[src/rtl/ysyx_25040129_axi_arbiter_if.sv]
// AXI4 bundle (AR/R/AW/W/B) shared by the arbiter's upstream and downstream ports.
// master drives requests; slave returns ready/response signals.
interface ysyx_25040129_axi_arbiter_if #(
    parameter int ADDR_W = 32,
    parameter int DATA_W = 32
);
    logic                  arvalid;
    logic                  arready;
    logic [ADDR_W-1:0]     araddr;
    logic [7:0]            arlen;
    logic [2:0]            arsize;
    logic [1:0]            arburst;

    logic                  rvalid;
    logic                  rready;
    logic [DATA_W-1:0]     rdata;
    logic [1:0]            rresp;
    logic                  rlast;

    logic                  awvalid;
    logic                  awready;
    logic [ADDR_W-1:0]     awaddr;
    logic [7:0]            awlen;
    logic [2:0]            awsize;
    logic [1:0]            awburst;

    logic                  wvalid;
    logic                  wready;
    logic [DATA_W-1:0]     wdata;
    logic [DATA_W/8-1:0]   wstrb;
    logic                  wlast;

    logic                  bvalid;
    logic                  bready;
    logic [1:0]            bresp;

    modport master (
        output arvalid, araddr, arlen, arsize, arburst,
        input  arready,
        input  rvalid, rdata, rresp, rlast,
        output rready,
        output awvalid, awaddr, awlen, awsize, awburst,
        input  awready,
        output wvalid, wdata, wstrb, wlast,
        input  wready,
        input  bvalid, bresp,
        output bready
    );

    modport slave (
        input  arvalid, araddr, arlen, arsize, arburst,
        output arready,
        output rvalid, rdata, rresp, rlast,
        input  rready,
        input  awvalid, awaddr, awlen, awsize, awburst,
        output awready,
        input  wvalid, wdata, wstrb, wlast,
        output wready,
        output bvalid, bresp,
        input  bready
    );
endinterface

[src/rtl/ysyx_25040129_axi_arbiter.sv]
// 2:1 AXI4 arbiter, IFU (m0, read-only) and LSU (m1) onto one io_master port.
// Define YSYX_25040129_ARB_ROUND_ROBIN_EN for round-robin; default is m1-first.
module ysyx_25040129_axi_arbiter #(
    parameter int ADDR_W = 32,
    parameter int DATA_W = 32
) (
    input  logic                          clock,
    input  logic                          reset,
    ysyx_25040129_axi_arbiter_if.slave    m0,
    ysyx_25040129_axi_arbiter_if.slave    m1,
    ysyx_25040129_axi_arbiter_if.master   out
);

    typedef enum logic [2:0] {
        S_IDLE,
        S_AR,
        S_R,
        S_WR,
        S_B
    } state_e;

    state_e state_q, state_d;
    logic   gnt_q, gnt_d;
    logic   aw_done_q, aw_done_d;
    logic   w_done_q, w_done_d;
    logic   req_m1, pick_m1;
    logic   aw_fire, w_fire;

    logic [ADDR_W-1:0] ar_addr;
    logic [DATA_W-1:0] r_data;

    logic unused_m0;
    assign unused_m0 = ^{m0.awvalid, m0.awaddr, m0.awlen, m0.awsize,
                         m0.awburst, m0.wvalid, m0.wdata, m0.wstrb,
                         m0.wlast, m0.bready};

    assign req_m1  = m1.arvalid | m1.awvalid;
    assign ar_addr = gnt_q ? m1.araddr : m0.araddr;
    assign r_data  = out.rdata;

`ifdef YSYX_25040129_ARB_ROUND_ROBIN_EN
    // ptr_q names the master that wins a tie; it moves off the last winner
    logic ptr_q, ptr_d;
    assign pick_m1 = req_m1 & (~m0.arvalid | ptr_q);
`else
    assign pick_m1 = req_m1;
`endif

    assign aw_fire = m1.awvalid & ~aw_done_q & out.awready;
    assign w_fire  = m1.wvalid  & ~w_done_q  & out.wready;

    always_ff @(posedge clock or negedge reset) begin
        if (!reset) begin
            state_q   <= S_IDLE;
            gnt_q     <= 1'b0;
            aw_done_q <= 1'b0;
            w_done_q  <= 1'b0;
`ifdef YSYX_25040129_ARB_ROUND_ROBIN_EN
            ptr_q     <= 1'b0;
`endif
        end else begin
            state_q   <= state_d;
            gnt_q     <= gnt_d;
            aw_done_q <= aw_done_d;
            w_done_q  <= w_done_d;
`ifdef YSYX_25040129_ARB_ROUND_ROBIN_EN
            ptr_q     <= ptr_d;
`endif
        end
    end

    always_comb begin
        state_d   = state_q;
        gnt_d     = gnt_q;
        aw_done_d = aw_done_q;
        w_done_d  = w_done_q;
`ifdef YSYX_25040129_ARB_ROUND_ROBIN_EN
        ptr_d     = ptr_q;
`endif
        out.arvalid = 1'b0;
        out.araddr  = '0;
        out.arlen   = '0;
        out.arsize  = '0;
        out.arburst = '0;
        out.rready  = 1'b0;
        out.awvalid = 1'b0;
        out.awaddr  = '0;
        out.awlen   = '0;
        out.awsize  = '0;
        out.awburst = '0;
        out.wvalid  = 1'b0;
        out.wdata   = '0;
        out.wstrb   = '0;
        out.wlast   = 1'b0;
        out.bready  = 1'b0;
        m0.arready = 1'b0;
        m0.rvalid  = 1'b0;
        m0.rdata   = '0;
        m0.rresp   = '0;
        m0.rlast   = 1'b0;
        m0.awready = 1'b0;
        m0.wready  = 1'b0;
        m0.bvalid  = 1'b0;
        m0.bresp   = '0;
        m1.arready = 1'b0;
        m1.rvalid  = 1'b0;
        m1.rdata   = '0;
        m1.rresp   = '0;
        m1.rlast   = 1'b0;
        m1.awready = 1'b0;
        m1.wready  = 1'b0;
        m1.bvalid  = 1'b0;
        m1.bresp   = '0;

        unique case (state_q)
            S_IDLE: begin
                if (pick_m1) begin
                    gnt_d   = 1'b1;
                    state_d = m1.awvalid ? S_WR : S_AR;
                end else if (m0.arvalid) begin
                    gnt_d   = 1'b0;
                    state_d = S_AR;
                end
            end
            S_AR: begin
                out.arvalid = gnt_q ? m1.arvalid : m0.arvalid;
                out.araddr  = ar_addr;
                out.arlen   = gnt_q ? m1.arlen   : m0.arlen;
                out.arsize  = gnt_q ? m1.arsize  : m0.arsize;
                out.arburst = gnt_q ? m1.arburst : m0.arburst;
                if (gnt_q) m1.arready = out.arready;
                else       m0.arready = out.arready;
                if (out.arready && (gnt_q ? m1.arvalid : m0.arvalid))
                    state_d = S_R;
            end
            S_R: begin
                out.rready = gnt_q ? m1.rready : m0.rready;
                if (gnt_q) begin
                    m1.rvalid = out.rvalid;
                    m1.rdata  = r_data;
                    m1.rresp  = out.rresp;
                    m1.rlast  = out.rlast;
                end else begin
                    m0.rvalid = out.rvalid;
                    m0.rdata  = r_data;
                    m0.rresp  = out.rresp;
                    m0.rlast  = out.rlast;
                end
                if (out.rvalid && (gnt_q ? m1.rready : m0.rready) && out.rlast) begin
                    state_d = S_IDLE;
`ifdef YSYX_25040129_ARB_ROUND_ROBIN_EN
                    ptr_d   = ~gnt_q;
`endif
                end
            end
            S_WR: begin
                // AW and W are independent; a finished channel is masked off
                out.awvalid = m1.awvalid & ~aw_done_q;
                out.awaddr  = m1.awaddr;
                out.awlen   = m1.awlen;
                out.awsize  = m1.awsize;
                out.awburst = m1.awburst;
                out.wvalid  = m1.wvalid & ~w_done_q;
                out.wdata   = m1.wdata;
                out.wstrb   = m1.wstrb;
                out.wlast   = m1.wlast;
                m1.awready  = out.awready & ~aw_done_q;
                m1.wready   = out.wready & ~w_done_q;
                aw_done_d   = aw_done_q | aw_fire;
                w_done_d    = w_done_q | w_fire;
                if (aw_done_d && w_done_d) begin
                    state_d   = S_B;
                    aw_done_d = 1'b0;
                    w_done_d  = 1'b0;
                end
            end
            S_B: begin
                m1.bvalid  = out.bvalid;
                m1.bresp   = out.bresp;
                out.bready = m1.bready;
                if (out.bvalid && m1.bready) begin
                    state_d = S_IDLE;
`ifdef YSYX_25040129_ARB_ROUND_ROBIN_EN
                    ptr_d   = 1'b0;
`endif
                end
            end
            default: state_d = S_IDLE;
        endcase
    end

endmodule
[src/flat_wrapper.sv]
// flat-port wrapper written by rule: the top's interface ports become plain ports
module ysyx_25040129_axi_arbiter_flat 
#(
    parameter int ADDR_W = 32,
    parameter int DATA_W = 32
)
  (clock, reset, m0_arvalid, m0_araddr, m0_arlen, m0_arsize, m0_arburst, m0_arready, m0_rvalid, m0_rdata, m0_rresp, m0_rlast, m0_rready, m0_awvalid, m0_awaddr, m0_awlen, m0_awsize, m0_awburst, m0_awready, m0_wvalid, m0_wdata, m0_wstrb, m0_wlast, m0_wready, m0_bvalid, m0_bresp, m0_bready, m1_arvalid, m1_araddr, m1_arlen, m1_arsize, m1_arburst, m1_arready, m1_rvalid, m1_rdata, m1_rresp, m1_rlast, m1_rready, m1_awvalid, m1_awaddr, m1_awlen, m1_awsize, m1_awburst, m1_awready, m1_wvalid, m1_wdata, m1_wstrb, m1_wlast, m1_wready, m1_bvalid, m1_bresp, m1_bready, out_arvalid, out_araddr, out_arlen, out_arsize, out_arburst, out_arready, out_rvalid, out_rdata, out_rresp, out_rlast, out_rready, out_awvalid, out_awaddr, out_awlen, out_awsize, out_awburst, out_awready, out_wvalid, out_wdata, out_wstrb, out_wlast, out_wready, out_bvalid, out_bresp, out_bready);
  ysyx_25040129_axi_arbiter_if #(.ADDR_W(ADDR_W), .DATA_W(DATA_W)) m0_i ();
  ysyx_25040129_axi_arbiter_if #(.ADDR_W(ADDR_W), .DATA_W(DATA_W)) m1_i ();
  ysyx_25040129_axi_arbiter_if #(.ADDR_W(ADDR_W), .DATA_W(DATA_W)) out_i ();
  input  logic clock;
  input  logic reset;
  input wire logic [$bits(m0_i.arvalid)-1:0] m0_arvalid;
  input wire logic [$bits(m0_i.araddr)-1:0] m0_araddr;
  input wire logic [$bits(m0_i.arlen)-1:0] m0_arlen;
  input wire logic [$bits(m0_i.arsize)-1:0] m0_arsize;
  input wire logic [$bits(m0_i.arburst)-1:0] m0_arburst;
  output wire logic [$bits(m0_i.arready)-1:0] m0_arready;
  output wire logic [$bits(m0_i.rvalid)-1:0] m0_rvalid;
  output wire logic [$bits(m0_i.rdata)-1:0] m0_rdata;
  output wire logic [$bits(m0_i.rresp)-1:0] m0_rresp;
  output wire logic [$bits(m0_i.rlast)-1:0] m0_rlast;
  input wire logic [$bits(m0_i.rready)-1:0] m0_rready;
  input wire logic [$bits(m0_i.awvalid)-1:0] m0_awvalid;
  input wire logic [$bits(m0_i.awaddr)-1:0] m0_awaddr;
  input wire logic [$bits(m0_i.awlen)-1:0] m0_awlen;
  input wire logic [$bits(m0_i.awsize)-1:0] m0_awsize;
  input wire logic [$bits(m0_i.awburst)-1:0] m0_awburst;
  output wire logic [$bits(m0_i.awready)-1:0] m0_awready;
  input wire logic [$bits(m0_i.wvalid)-1:0] m0_wvalid;
  input wire logic [$bits(m0_i.wdata)-1:0] m0_wdata;
  input wire logic [$bits(m0_i.wstrb)-1:0] m0_wstrb;
  input wire logic [$bits(m0_i.wlast)-1:0] m0_wlast;
  output wire logic [$bits(m0_i.wready)-1:0] m0_wready;
  output wire logic [$bits(m0_i.bvalid)-1:0] m0_bvalid;
  output wire logic [$bits(m0_i.bresp)-1:0] m0_bresp;
  input wire logic [$bits(m0_i.bready)-1:0] m0_bready;
  input wire logic [$bits(m1_i.arvalid)-1:0] m1_arvalid;
  input wire logic [$bits(m1_i.araddr)-1:0] m1_araddr;
  input wire logic [$bits(m1_i.arlen)-1:0] m1_arlen;
  input wire logic [$bits(m1_i.arsize)-1:0] m1_arsize;
  input wire logic [$bits(m1_i.arburst)-1:0] m1_arburst;
  output wire logic [$bits(m1_i.arready)-1:0] m1_arready;
  output wire logic [$bits(m1_i.rvalid)-1:0] m1_rvalid;
  output wire logic [$bits(m1_i.rdata)-1:0] m1_rdata;
  output wire logic [$bits(m1_i.rresp)-1:0] m1_rresp;
  output wire logic [$bits(m1_i.rlast)-1:0] m1_rlast;
  input wire logic [$bits(m1_i.rready)-1:0] m1_rready;
  input wire logic [$bits(m1_i.awvalid)-1:0] m1_awvalid;
  input wire logic [$bits(m1_i.awaddr)-1:0] m1_awaddr;
  input wire logic [$bits(m1_i.awlen)-1:0] m1_awlen;
  input wire logic [$bits(m1_i.awsize)-1:0] m1_awsize;
  input wire logic [$bits(m1_i.awburst)-1:0] m1_awburst;
  output wire logic [$bits(m1_i.awready)-1:0] m1_awready;
  input wire logic [$bits(m1_i.wvalid)-1:0] m1_wvalid;
  input wire logic [$bits(m1_i.wdata)-1:0] m1_wdata;
  input wire logic [$bits(m1_i.wstrb)-1:0] m1_wstrb;
  input wire logic [$bits(m1_i.wlast)-1:0] m1_wlast;
  output wire logic [$bits(m1_i.wready)-1:0] m1_wready;
  output wire logic [$bits(m1_i.bvalid)-1:0] m1_bvalid;
  output wire logic [$bits(m1_i.bresp)-1:0] m1_bresp;
  input wire logic [$bits(m1_i.bready)-1:0] m1_bready;
  output wire logic [$bits(out_i.arvalid)-1:0] out_arvalid;
  output wire logic [$bits(out_i.araddr)-1:0] out_araddr;
  output wire logic [$bits(out_i.arlen)-1:0] out_arlen;
  output wire logic [$bits(out_i.arsize)-1:0] out_arsize;
  output wire logic [$bits(out_i.arburst)-1:0] out_arburst;
  input wire logic [$bits(out_i.arready)-1:0] out_arready;
  input wire logic [$bits(out_i.rvalid)-1:0] out_rvalid;
  input wire logic [$bits(out_i.rdata)-1:0] out_rdata;
  input wire logic [$bits(out_i.rresp)-1:0] out_rresp;
  input wire logic [$bits(out_i.rlast)-1:0] out_rlast;
  output wire logic [$bits(out_i.rready)-1:0] out_rready;
  output wire logic [$bits(out_i.awvalid)-1:0] out_awvalid;
  output wire logic [$bits(out_i.awaddr)-1:0] out_awaddr;
  output wire logic [$bits(out_i.awlen)-1:0] out_awlen;
  output wire logic [$bits(out_i.awsize)-1:0] out_awsize;
  output wire logic [$bits(out_i.awburst)-1:0] out_awburst;
  input wire logic [$bits(out_i.awready)-1:0] out_awready;
  output wire logic [$bits(out_i.wvalid)-1:0] out_wvalid;
  output wire logic [$bits(out_i.wdata)-1:0] out_wdata;
  output wire logic [$bits(out_i.wstrb)-1:0] out_wstrb;
  output wire logic [$bits(out_i.wlast)-1:0] out_wlast;
  input wire logic [$bits(out_i.wready)-1:0] out_wready;
  input wire logic [$bits(out_i.bvalid)-1:0] out_bvalid;
  input wire logic [$bits(out_i.bresp)-1:0] out_bresp;
  output wire logic [$bits(out_i.bready)-1:0] out_bready;
  assign m0_i.arvalid = m0_arvalid;
  assign m0_i.araddr = m0_araddr;
  assign m0_i.arlen = m0_arlen;
  assign m0_i.arsize = m0_arsize;
  assign m0_i.arburst = m0_arburst;
  assign m0_arready = m0_i.arready;
  assign m0_rvalid = m0_i.rvalid;
  assign m0_rdata = m0_i.rdata;
  assign m0_rresp = m0_i.rresp;
  assign m0_rlast = m0_i.rlast;
  assign m0_i.rready = m0_rready;
  assign m0_i.awvalid = m0_awvalid;
  assign m0_i.awaddr = m0_awaddr;
  assign m0_i.awlen = m0_awlen;
  assign m0_i.awsize = m0_awsize;
  assign m0_i.awburst = m0_awburst;
  assign m0_awready = m0_i.awready;
  assign m0_i.wvalid = m0_wvalid;
  assign m0_i.wdata = m0_wdata;
  assign m0_i.wstrb = m0_wstrb;
  assign m0_i.wlast = m0_wlast;
  assign m0_wready = m0_i.wready;
  assign m0_bvalid = m0_i.bvalid;
  assign m0_bresp = m0_i.bresp;
  assign m0_i.bready = m0_bready;
  assign m1_i.arvalid = m1_arvalid;
  assign m1_i.araddr = m1_araddr;
  assign m1_i.arlen = m1_arlen;
  assign m1_i.arsize = m1_arsize;
  assign m1_i.arburst = m1_arburst;
  assign m1_arready = m1_i.arready;
  assign m1_rvalid = m1_i.rvalid;
  assign m1_rdata = m1_i.rdata;
  assign m1_rresp = m1_i.rresp;
  assign m1_rlast = m1_i.rlast;
  assign m1_i.rready = m1_rready;
  assign m1_i.awvalid = m1_awvalid;
  assign m1_i.awaddr = m1_awaddr;
  assign m1_i.awlen = m1_awlen;
  assign m1_i.awsize = m1_awsize;
  assign m1_i.awburst = m1_awburst;
  assign m1_awready = m1_i.awready;
  assign m1_i.wvalid = m1_wvalid;
  assign m1_i.wdata = m1_wdata;
  assign m1_i.wstrb = m1_wstrb;
  assign m1_i.wlast = m1_wlast;
  assign m1_wready = m1_i.wready;
  assign m1_bvalid = m1_i.bvalid;
  assign m1_bresp = m1_i.bresp;
  assign m1_i.bready = m1_bready;
  assign out_arvalid = out_i.arvalid;
  assign out_araddr = out_i.araddr;
  assign out_arlen = out_i.arlen;
  assign out_arsize = out_i.arsize;
  assign out_arburst = out_i.arburst;
  assign out_i.arready = out_arready;
  assign out_i.rvalid = out_rvalid;
  assign out_i.rdata = out_rdata;
  assign out_i.rresp = out_rresp;
  assign out_i.rlast = out_rlast;
  assign out_rready = out_i.rready;
  assign out_awvalid = out_i.awvalid;
  assign out_awaddr = out_i.awaddr;
  assign out_awlen = out_i.awlen;
  assign out_awsize = out_i.awsize;
  assign out_awburst = out_i.awburst;
  assign out_i.awready = out_awready;
  assign out_wvalid = out_i.wvalid;
  assign out_wdata = out_i.wdata;
  assign out_wstrb = out_i.wstrb;
  assign out_wlast = out_i.wlast;
  assign out_i.wready = out_wready;
  assign out_i.bvalid = out_bvalid;
  assign out_i.bresp = out_bresp;
  assign out_bready = out_i.bready;
  ysyx_25040129_axi_arbiter #(.ADDR_W(ADDR_W), .DATA_W(DATA_W)) u_core (.clock(clock), .reset(reset), .m0(m0_i), .m1(m1_i), .out(out_i));
endmodule
[config.mk]
export PLATFORM = sky130hd
export DESIGN_NAME = ysyx_25040129_axi_arbiter_flat
export DESIGN_NICKNAME = d
export VERILOG_FILES = /design/src/rtl/ysyx_25040129_axi_arbiter_if.sv /design/src/rtl/ysyx_25040129_axi_arbiter.sv /design/src/flat_wrapper.sv
export SDC_FILE = /design/constraint.sdc
export NUM_CORES = 1
export LEC_CHECK = 0
export CORE_AREA = 5 5 199 201
export DETAILED_ROUTE_END_ITERATION = 7
export DIE_AREA = 0 0 204 206
export HOLD_SLACK_MARGIN = 0.05
export PLACE_DENSITY_LB_ADDON = 0.25
export SLEW_MARGIN = 10
export SYNTH_ARGS = -nofsm -noshare
export SYNTH_HDL_FRONTEND = slang
export SYNTH_SLANG_ARGS = --single-unit
[constraint.sdc]
create_clock -name clock -period 1.6 [get_ports clock]
set_input_delay 0.16 -clock clock [delete_from_list [all_inputs] [get_ports clock]]
set_output_delay 0.16 -clock clock [all_outputs]
set_load 0.1 [all_outputs]
==> metrics, run 1 <==
fin crit share 119%; crit path capture type output pin; Finished Layout Cells 1306; skew final 0.00389 ns; worst path buffer plus inverter count 2; final WL between 20 and 25 mm; CTS Hold Bufs 0; Die Y about 210 um; Die Width between 200 and 250 um; Pwr Total 0.0251 W; number of port buffers 433; clk_lat worst skew 0.23 ns; Layout Cell Area excl Fill 10900 sq um; Hold Crit Class input port to async pin; # DRC 0; clock sink total 6; first-pass GRT wire length 29.2 mm; crit start category flip-flop; path type of the worst setup path flip-flop to output pin; row count 71; Post-Syn Instances 333; Congestion Overflow GR 0; fmax 0.527 GHz; unique cell type count in the Yosys netlist 32; final setup vio count 211; vias 4090; # IOs 524; initial antenna violation count 4; htree depth 1; Post-DRT Antenna Nets 0; Detail Placement HPWL 18.6 mm; CTS tree done; Max-Cap Viols 0; sequential area share after synthesis 6.55%; Post-Syn Area 2290 sq um; most common cell after layout, fill and taps aside buf_12; worst setup margin -0.299 ns; status finished, violations left; vias in the first global route 4431; Power Dens Cells 2310 nW/um^2; CP required 1.44 ns; CP Cell Sequence or3b_4 -> nor2_8 -> buf_12 -> and2_4 -> buf_12; Worst path max stage delay 0.46 ns; clk buf depth 2; share of cells above drive strength 1 62.8%; Peak VDD IR 1.05 mV; number of fill cells roughly 3800; die area 42000 sq um; P_leak 4.40 nW; 1st-iter DRT viols 91; Floorplan Core Area between 30000 and 40000 sq um; GRT Total Usage 9.19%; top cell type's share of synthesized area approximately 43%; CP delay by family, top simple AND/OR/NAND/NOR gates; global placement routability congestion about 0.74; Pins Over Slew Limit 0; Top cell by count, worst path buf_12; Slowest-stage cell, CP or3b_4; unrepaired setup endpoints after global routing true; # placed instances 1281; largest net degree at the start of global routing 35; minimum clock period 1.90 ns; Wirelength per Cell 15.9 um; Ys Warns 0; commonest non-fill, non-tap cells in the layout 227 x buf_12, 222 x clkdlybuf4s50_1, 146 x and2_4; number of synthesized register bits 6; setup_tns -49.74 ns; CTS Buf Count 3; DRT Pass-1 Iters 4; Clock transition at path regs 0.04 ns; synth-to-layout area growth 374%; Worst Path Arrival 1.74 ns; Initial Util 6.13%; Final nets 1103; placed instance area 10400 sq um; Core Util, Final 29.1%; top cells by area, synth and2_1 43%, mux2i_1 20%, nor2_1 8.0%; Hold Violations, Final 0; CTS root buffer clkbuf_16; worst-path maximum fanout 26; dominant cell type by area after synthesis and2_1; failing checks setup timing; Mean Syn Cell Area 6.88 sq um; DR vias/cell 3.13
==> layout make-up <==
cell class | count | area, sq um | area share, %
Antenna cell | 1 | 2.50 | 0.0230
Clock buffer | 4 | 78.8 | 0.725
Inverter | 3 | 11.3 | 0.104
Multi-Input combinational cell | 294 | 2810 | 25.9
Sequential cell | 6 | 154 | 1.42
Tap cell | 511 | 639 | 5.88
Timing Repair Buffer | 487 | 7170 | 65.9
==> per-layer routing <==
| metal | part of all wire (%) | GRT usage, % | wire (um) | up-vias |
|---|---|---|---|---|
| met4 | 0.87 | 1.08 | 181 | 6 |
| met5 | 0.16 | 0 | 34 | - |
| met3 | 14 | 5.26 | 2860 | 14 |
| li1 | - | - | - | 1978 |
| met2 | 54 | 17.6 | 11100 | 253 |
| met1 | 32 | 8.83 | 6550 | 1839 |
==> Yosys cell counts <==
cell type	number
a21oi_1	3
a22o_1	1
a311o_1	1
a31oi_1	2
and2_1	159
and3_1	1
and3b_1	1
buf_1	3
buf_2	4
buf_4	11
buf_6	6
clkbuf_1	9
clkbuf_2	1
conb_1	1
dfrtp_1	6
inv_1	3
mux2_4	1
mux2i_1	46
nand2_1	4
nand3b_1	1
nor2_1	49
nor2_8	2
nor2b_1	1
nor3_1	2
nor3b_1	7
nor4_1	1
o211ai_1	1
o21ai_0	2
o311ai_0	1
o31ai_1	1
o32ai_1	1
or3b_4	1
==> worst reg2reg max path, cell delays in order (launching register included) <==
cell	delay [ns]
dfrtp_4	0.50
buf_6	0.14
mux2_4	0.29
buf_4	0.14
a311o_1	0.27
a21oi_1	0.14
==> final timing paths <==
kind	start	to	slack, ns	cells past startpoint
worst max register to register	u_core.gnt_q$_DFFE_PN0P_	u_core.state_q[0]$_DFFE_PN0P_	0.05	5
worst max-delay path	u_core.state_q[2]$_DFFE_PN0P_	m0_rdata[16]	-0.30	5
max in group asynchronous	reset	u_core.gnt_q$_DFFE_PN0P_	1.15	1
worst min register to register	u_core.state_q[2]$_DFFE_PN0P_	u_core.state_q[0]$_DFFE_PN0P_	0.58	2
min in group clock	u_core.state_q[2]$_DFFE_PN0P_	u_core.state_q[0]$_DFFE_PN0P_	0.58	2
worst min-delay path	reset	u_core.gnt_q$_DFFE_PN0P_	0.19	1
==> flip-flops by register name, indices dropped and copies added, names as in the netlist <==
name and flops:
u_core.aw_done_q 1, u_core.gnt_q 1, u_core.w_done_q 1, u_core.state_q 3
==> cell families (layout without fill, tap and decap cells) <==
group	count (synthesis)	count (layout)	synth area share, %
buf+inv	37	494	10.1
mux	47	47	20.7
other cells	1	6	0.164
compound gates	13	13	3.88
flops	6	6	6.55
simple gates	229	229	58.6
==> where the power goes <==
group | total, W | internal [W] | switching [W]
registers | 0.000321 | 0.000229 | 0.0000917
logic | 0.0243 | 0.00941 | 0.0149
clock network | 0.000420 | 0.000331 | 0.0000888
==> through the flow <==
step	hold slack (ns)	setup WS [ns]
5_1_grt	0.219	-0.364
4_1_cts	0.196	-0.317
2_1_floorplan	-0.136	-0.389
3_5_place_dp	0.439	-0.108
6_report	0.187	-0.299
3_3_place_gp	0.442	-0.0957
==> what timing repair did <==
| item | in CTS | in global routing |
|---|---|---|
| buffers inserted | 13 | 5 |
| endpoints found under the setup margin | 211 | 213 |
| gates resized for setup | 26 | 12 |
| endpoints found under the hold margin | 0 | 0 |
| gates cloned | 3 | 0 |
| pin swaps | 13 | 9 |
Note: power is estimated with default switching activity, not from simulation.
==> run 2, diff against run 1 <==
- GPL_TIMING_DRIVEN: not set -> 0
==> run 2 against run 1 <==
  * The run still ends with setup timing left
  * Register-to-register slack gained 0.03 ns
  * Utilization grew 0.78 points
  * Clock power is 4% lower
  * Worst setup slack got worse by 0.14 ns
  * Flip-flop and latch count unchanged
  * Highest routed layer unchanged
  * Critical path type unchanged
  * Total power increased by 3.9%
  * Sequential share of layout area barely moved
  * Combinational power grew 4%
  * Routed wire length increased by 5.3%
  * Non-clock buffer count up 28
  * Largest power group unchanged
  * Die area unchanged
==> metrics, run 2 (synthesis results as in run 1) <==
status finished, violations left; failing checks setup timing; final WL 21.9 mm; skew final 0.00269 ns; Power Dens Cells 2330 nW/um^2; Hold Crit Class input port to async pin; Congestion Overflow GR 0; final setup vio count 210; CTS tree done; Reg2Reg Depth 5; first-pass GRT wire length 28.6 mm; # IOs 524; GRT Total Usage 8.94%; crit path capture type output pin; clk buf depth 2; global placement routability congestion 0.811; Worst Path Arrival 1.88 ns; htree depth 1; Final nets between 1000 and 1500; Top reg by flops u_core.state_q; synth-to-layout area growth 387%; pre-CTS WS -1.33 ns; Wirelength per Cell between 15 and 20 um; Storage cell area 153 sq um; CP delay by family, top simple AND/OR/NAND/NOR gates; most common cell after layout, fill and taps aside clkdlybuf4s50_1; CTS Buf Count 3; CTS root buffer clkbuf_16; Slowest-stage cell, CP or3b_4; WHS 0.203 ns; Initial Util under 10%; Floorplan Core Area 37400 sq um; minimum clock period 2.04 ns; CP required 1.44 ns; worst-path maximum fanout 8; clock sink total 6; Detail Placement HPWL 18.0 mm; unrepaired setup endpoints after global routing true; share of cells above drive strength 1 63.5%; largest net degree at the start of global routing 11; P_leak 4.60 nW; Max-Cap Viols 0; Layout Cell Area excl Fill 11200 sq um; vias 4293; Worst path max stage delay between 0.4 and 0.5 ns; Die Y between 200 and 250 um; placed instance area 8190 sq um; row count just over 70; die area 42000 sq um; Pwr Total between 0.02 and 0.03 W; Hold Violations, Final 0; fin crit share 128%; number of port buffers around 430; crit start category flip-flop; fmax 0.490 GHz; vias in the first global route 4574; path type of the worst setup path flip-flop to output pin; Multi-input gate area 2810 sq um; DR vias/cell approximately 3.2; # DRC 0; number of fill cells 3791; Worst R2R Start u_core.gnt_q$_DFFE_PN0P_; clk_lat worst skew 0.23 ns; Peak VDD IR 1.17 mV; Crit path depth 5; commonest non-fill, non-tap cells in the layout 222 x clkdlybuf4s50_1, 221 x buf_12, 152 x and2_4; Clock transition at path regs about 0.040 ns; Pins Over Slew Limit 0; Die Width 204 um; Finished Layout Cells approximately 1300; CP Cell Sequence or3b_4 -> nor2_8 -> buf_6 -> and2_4 -> buf_12; initial antenna violation count 7; 1st-iter DRT viols ~120; max FFs per register 3; DRT Pass-1 Iters 4; worst setup path start u_core.state_q[2]$_DFFE_PN0P_; worst path buffer plus inverter count 2; Post-DRT Antenna Nets 0; # placed instances 1281; worst setup margin -0.442 ns
[run 2: layout make-up]
class / instances / area share (%)
tap: 511 / 5.73
antenna: 1 / 0.0224
inverter: 3 / 0.101
multi-input combinational: 296 / 25.2
buffer: 32 / 4.08
timing repair buffer: 483 / 62.9
sequential: 6 / 1.37
clock buffer: 3 / 0.673
[run 2: path summary, 6_finish.rpt]
check	to	slack, ns
hold / removal	u_core.gnt_q$_DFFE_PN0P_	0.20
hold reg to reg	u_core.w_done_q$_DFFE_PN0N_	0.65
min in group clock	u_core.w_done_q$_DFFE_PN0N_	0.61
max in group asynchronous	u_core.state_q[2]$_DFFE_PN0P_	1.12
setup reg to reg	u_core.state_q[1]$_DFFE_PN0P_	0.08
setup / recovery	m0_rdata[2]	-0.44
[run 2: timing repair]
action                     4_1_cts  5_1_grt
pin swaps                       12       53
buffers inserted                 5       34
setup endpoints to repair      212      211
hold buffers                     0        0
resized for setup             1616      381
cloned                           6        7
[run 2: report_power, final]
| group | internal (W) | switching, W |
|---|---|---|
| Combinational | 0.0101 | 0.0152 |
| Sequential | 0.000225 | 0.0000848 |
| Clock | 0.000321 | 0.0000823 |
| Total | 0.0106 | 0.0154 |
[run 2: metal layers]
| metal | global-route usage [%] | up-vias | routed length, um |
|---|---|---|---|
| met5 | 0 | - | 68 |
| met4 | 2.32 | 12 | 680 |
| met3 | 4.58 | 34 | 2630 |
| met2 | 17.2 | 269 | 11600 |
| met1 | 8.34 | 1940 | 6850 |
| li1 | - | 2038 | - |
[run 2: per-stage QoR]
step | util, % | TNS [ns]
after global routing | 29.8 | -77.88
after global placement | 21.9 | -240.46
after detailed placement | 21.9 | -238.97
final | 29.8 | -65.23
after floorplan | - | -11.87
after CTS | 24.9 | -76.40
